**src/rtl/adder_seq_arb.sv**
```systemverilog
// adder_seq_arb: two-requester arbiter feeding a W-bit add through one
// shared external 12-bit adder slice, one slice per cycle, LSB slice first.
// Ports:
//   clk, rst                    clock, synchronous active-high reset
//   req0_*/req1_*               valid/ready handshake and W-bit operands per requester
//   add_in / add_out            interleaved A/B slice to the adder, 13-bit result back
//   res_valid/res_ready         result handshake
//   res_sum/res_cout/res_id     W-bit sum, carry-out, owning requester
module adder_seq_arb #(
    parameter int unsigned NBEATS = 4
) (
    input  logic                   clk,
    input  logic                   rst,
    input  logic                   req0_valid,
    input  logic                   req1_valid,
    output logic                   req0_ready,
    output logic                   req1_ready,
    input  logic [12*NBEATS-1:0]   req0_a,
    input  logic [12*NBEATS-1:0]   req0_b,
    input  logic [12*NBEATS-1:0]   req1_a,
    input  logic [12*NBEATS-1:0]   req1_b,
    output logic [23:0]            add_in,
    input  logic [12:0]            add_out,
    output logic                   res_valid,
    input  logic                   res_ready,
    output logic [12*NBEATS-1:0]   res_sum,
    output logic                   res_cout,
    output logic                   res_id
);
    localparam int unsigned W  = 12 * NBEATS;
    localparam int unsigned SW = 12;
    localparam int unsigned BW = (NBEATS > 1) ? $clog2(NBEATS) : 1;
    localparam logic [BW-1:0] LAST_BEAT = BW'(NBEATS - 1);

    typedef enum logic [1:0] {
        IDLE = 2'd0,
        RUN  = 2'd1,
        DONE = 2'd2
    } state_e;

    state_e          state_q;
    logic [W-1:0]    a_q;
    logic [W-1:0]    b_q;
    logic [BW-1:0]   beat_q;
    logic            carry_q;
    logic            last_grant_q;
    logic            id_q;

    logic            grant_c;
    logic            accept_c;
    logic [SW-1:0]   a_slice_c;
    logic [SW-1:0]   b_slice_c;
    logic [SW-1:0]   slice_sum_d;
    logic            carry_d;

    // Round-robin pick: a lone requester wins, contention goes to the one not served last
    always_comb begin
        grant_c = 1'b0;
        if (req0_valid && req1_valid) begin
            grant_c = ~last_grant_q;
        end else if (req1_valid) begin
            grant_c = 1'b1;
        end
    end

    // Readies are masked during reset so nothing is accepted on a reset edge
    assign req0_ready = !rst && (state_q == IDLE) && req0_valid && !grant_c;
    assign req1_ready = !rst && (state_q == IDLE) && req1_valid &&  grant_c;
    assign accept_c   = req0_ready || req1_ready;

    assign a_slice_c = a_q[SW*32'(beat_q) +: SW];
    assign b_slice_c = b_q[SW*32'(beat_q) +: SW];

    // Drive the current slice bit-interleaved, A on even bits, B on odd bits
    always_comb begin
        add_in = '0;
        if (!rst && (state_q == RUN)) begin
            for (int k = 0; k < SW; k++) begin
                add_in[2*k]   = a_slice_c[k];
                add_in[2*k+1] = b_slice_c[k];
            end
        end
    end

    // The slice has no carry-in, so the running carry is added here and
    // propagates out when the slice sum was all ones
    assign slice_sum_d = add_out[SW-1:0] + SW'(carry_q);
    assign carry_d     = add_out[SW] | ((&add_out[SW-1:0]) & carry_q);

    // Controller, datapath registers and result outputs
    always_ff @(posedge clk) begin
        if (rst) begin
            state_q      <= IDLE;
            a_q          <= '0;
            b_q          <= '0;
            beat_q       <= '0;
            carry_q      <= 1'b0;
            last_grant_q <= 1'b1;
            id_q         <= 1'b0;
            res_valid    <= 1'b0;
            res_sum      <= '0;
            res_cout     <= 1'b0;
            res_id       <= 1'b0;
        end else begin
            case (state_q)
                IDLE: begin
                    if (accept_c) begin
                        a_q          <= grant_c ? req1_a : req0_a;
                        b_q          <= grant_c ? req1_b : req0_b;
                        id_q         <= grant_c;
                        last_grant_q <= grant_c;
                        beat_q       <= '0;
                        carry_q      <= 1'b0;
                        state_q      <= RUN;
                    end
                end
                RUN: begin
                    res_sum[SW*32'(beat_q) +: SW] <= slice_sum_d;
                    carry_q <= carry_d;
                    beat_q  <= beat_q + BW'(1);
                    if (beat_q == LAST_BEAT) begin
                        beat_q    <= '0;
                        res_cout  <= carry_d;
                        res_id    <= id_q;
                        res_valid <= 1'b1;
                        state_q   <= DONE;
                    end
                end
                DONE: begin
                    if (res_ready) begin
                        res_valid <= 1'b0;
                        state_q   <= IDLE;
                    end
                end
                default: begin
                    res_valid <= 1'b0;
                    state_q   <= IDLE;
                end
            endcase
        end
    end

endmodule

```
**config.mk**
```make
export PLATFORM = sky130hd
export DESIGN_NAME = adder_seq_arb
export DESIGN_NICKNAME = d
export VERILOG_FILES = /design/src/rtl/adder_seq_arb.sv
export SDC_FILE = /design/constraint.sdc
export NUM_CORES = 1
export LEC_CHECK = 0
export BUFFER_PORTS_ARGS = -buffer_cell sky130_fd_sc_hd__buf_2
export CAP_MARGIN = 10
export CORE_AREA = 2 2 118 131
export DETAILED_ROUTE_END_ITERATION = 7
export DIE_AREA = 0 0 120 133
export PLACE_DENSITY = 0.86
export SYNTH_ARGS = -nofsm -noshare
export SYNTH_HDL_FRONTEND = slang
export SYNTH_SLANG_ARGS = --single-unit
```
**constraint.sdc**
```tcl
create_clock -name clk -period 3.7 [get_ports clk]
set_input_delay 0.37 -clock clk [delete_from_list [all_inputs] [get_ports clk]]
set_output_delay 0.37 -clock clk [all_outputs]
set_load 0.03 [all_outputs]
```
==> results.md <==
- FP Rows: 47
- Max Buffers Root-to-Sink: 2
- RSZ-0062 raised after global routing: no
- Cells after Synth: 800
- Gpl congestion: 0.909
- H-tree Lvls: 4
- Crit Path Max Fanout: 39
- Root buf cell: clkbuf_16
- CP Launch Type: register
- Worst vdd ir: 0.351 mV
- Post-DP HPWL: 17100 microns
- Drt pass-1 iters: 5
- Initial antenna violation count: 4
- Final ANT Viol Nets: 0
- Total GRT Usage: 28.6%
- Type of the worst setup path: register to output pin
- Synth Flop Type: dfxtp_1
- Die extent in x: 120 microns
- Worst slack at placement: 1.36 ns
- Hold Path Class: input pin to register
- Vias in the first global route: 6931
- Overall Power: 4.24 mW
- CP required: 3.33 ns
- Final count of negative-setup-slack endpoints: 0
- Die ar.: 16000 sq um
- Syn nets: 1018
- IO Pins: 287
- CP arrival: 2.28 ns
- Total Wirelength: 23200 microns
- Synthesized flop and latch total: 154
- Max Transition Viols Final: 0
- Distinct cells, synth: 59
- Post-Syn Area: 7760 sq um
- Setup TNS: 0 ns
- Setup crit end kind: output pin
- Max cap viols: 0
- Global route overflow: 0
- Core area: 14800 sq um
- Reg clk slew, reported paths: 0.06 ns
- Tcrit/Tclk final: 71.5%
- Fin nets: 1272
- Max_slew headroom: 33.1%
- Worst slew pin tran: 1.00 ns
- EDFF count, synth: 0
- Sequential cell area fraction in the yosys report: 39.7%
- Layout Area Growth over Synthesis: 25.9%
- Top post-synthesis cells by area: dfxtp_1 (40%), mux2i_1 (13%), a211oi_1 (9.3%)
- Die height: 133 microns
- Max Clock Skew: 0.00877 ns
- Global-route wire length before repair: 35600 microns
- Min Tclk post-route: 2.65 ns
- Port bufs: 286
- Fmax: 378 MHz
- Final Non-Filler Cells: 1262
- Placed Instances: 1231
- Final Hold Viols: 0
- Via count: 7249
- DRC Markers: 0
- Syn_area_per_cell: 9.70 sq um
- CTS Buf Count: 17
- Average wire per standard cell: 18.3 microns
- Cell accounting for the most synthesized area: dfxtp_1
- Cts hold-fix bufs: 0
- Initial core utilization: 52.6%
- Util after Layout: 66.2%
- Total clock sinks: 154
- TritonCTS clock tree: yes
- Status: finished clean
- 1st-iter DRT viols: 564
- Clock Latency Late Sink: 0.42 ns
- Post-CTS Setup Inserts: 0
- Layout cells sized above 1: 35.1%
- Routed vias/inst: 5.74
- PnR worst setup slack: 1.05 ns
- Leak: 4.18 nW
- Post-synth ARST share: 0%
- Synth Warn #: 0
- Post-synth top area share: 39.7%
- Post-cts sizing count: 0
- P per Cell Area: 434 nW/um^2
- Largest net degree at the start of global routing: 121
==> area by class of cell <==
class	instances	area, sq um
Sequential cell	154	3080
Clock inverter	2	35.0
Antenna cell	2	5.00
Clock buffer	27	513
Timing Repair Buffer	302	1580
Tap cell	196	245
Multi-Input combinational cell	573	4290
Inverter	6	22.5
Fill cell	1206	4990
==> state kept, by name, indices dropped and copies added (netlist names) <==
name          flops
a_q              48
b_q              48
res_sum          48
beat_q            2
state_q           2
carry_q           1
id_q              1
last_grant_q      1
res_cout          1
res_id            1
res_valid         1
==> kinds of logic after synthesis <==
family / synth area share, %
AO/OA/AOI/OAI: 16.8
adder cells (fa/ha/maj): 1.29
buffers and inverters: 5.17
flip-flops: 39.7
AND/OR/NAND/NOR: 15.7
multiplexers: 19.7
XOR/XNOR: 1.52
==> worst paths after layout <==
kind / start / slack [ns] / depth (start not counted) / end
min: res_ready / 0.24 / 3 / res_valid$_SDFFE_PP0P_
max reg2reg: beat_q[0]$_SDFFE_PP0P_ / 1.30 / 7 / res_sum[22]$_SDFFE_PP0P_
min reg2reg: res_sum[1]$_SDFFE_PP0P_ / 0.46 / 2 / res_sum[1]$_SDFFE_PP0P_
max: beat_q[0]$_SDFFE_PP0P_ / 1.05 / 4 / add_in[11]
==> power by group <==
| group | internal, mW | leakage (nW) | total [mW] | switching [mW] |
|---|---|---|---|---|
| clock | 1.00 | 0.269 | 1.64 | 0.640 |
| sequential | 1.76 | 1.26 | 1.82 | 0.0575 |
| combinational | 0.343 | 2.65 | 0.784 | 0.441 |
| total | 3.10 | 4.18 | 4.24 | 1.14 |
==> Yosys cell counts, drive strengths merged (2+ instances only) <==
master  instances
o31a            2
a221oi          6
and2            3
xor2            7
a32o            2
a221o           5
and3            2
nand3           8
dfxtp         154
nand2b          5
clkbuf         25
buf            42
nor2b          27
nor4            4
mux4           24
ha              8
a222oi          2
nand4           5
nand2          35
o31ai           2
a211oi         96
and4            2
nor2          138
a21oi          20
a22oi          12
or3             2
xnor2           3
inv             6
mux2i          99
o21ai          11
a22o           12
nor3           21
==> per-stage QoR <==
stage,cell area (sq um),hold slack [ns]
2_1_floorplan,7760,0.437
3_3_place_gp,9220,0.433
3_5_place_dp,9220,0.445
4_1_cts,9770,0.232
5_1_grt,9770,0.234
6_report,9770,0.240
==> worst max-delay path, stage by stage (launching register included) <==
cell,delay [ns]
dfxtp_2,0.32
buf_4,0.55
mux4_2,0.59
nor2b_1,0.17
buf_2,0.20
==> per-layer routing <==
metal	up-vias	GRT usage [%]	routed length (microns)
met3	61	7.46	1960
met4	2	12.0	755
met5	-	0	10
li1	3452	-	-
met1	3359	34.6	9040
met2	375	48.2	11400
==> layout by cell type, fill, tap and decap left out, types with 4 or more instances in the layout <==
master / synthesis / layout
buf_2: 27 / 285
dfxtp_1: 154 / 153
nor2_1: 138 / 138
mux2i_1: 99 / 99
a211oi_1: 96 / 96
nand2_1: 35 / 35
nor2b_1: 27 / 27
mux4_2: 24 / 24
a21oi_1: 20 / 20
nor3_1: 17 / 17
clkbuf_16: 0 / 17
buf_4: 10 / 15
a22oi_1: 12 / 12
o21ai_0: 10 / 10
a22o_1: 10 / 10
ha_1: 8 / 8
nand3_1: 7 / 7
inv_1: 6 / 6
a221oi_1: 6 / 6
nand2b_1: 5 / 5
clkbuf_1: 21 / 5
clkbuf_8: 3 / 5
nand4_1: 4 / 4
xor2_2: 4 / 4
No activity file was read; power rests on OpenSTA's default activity.
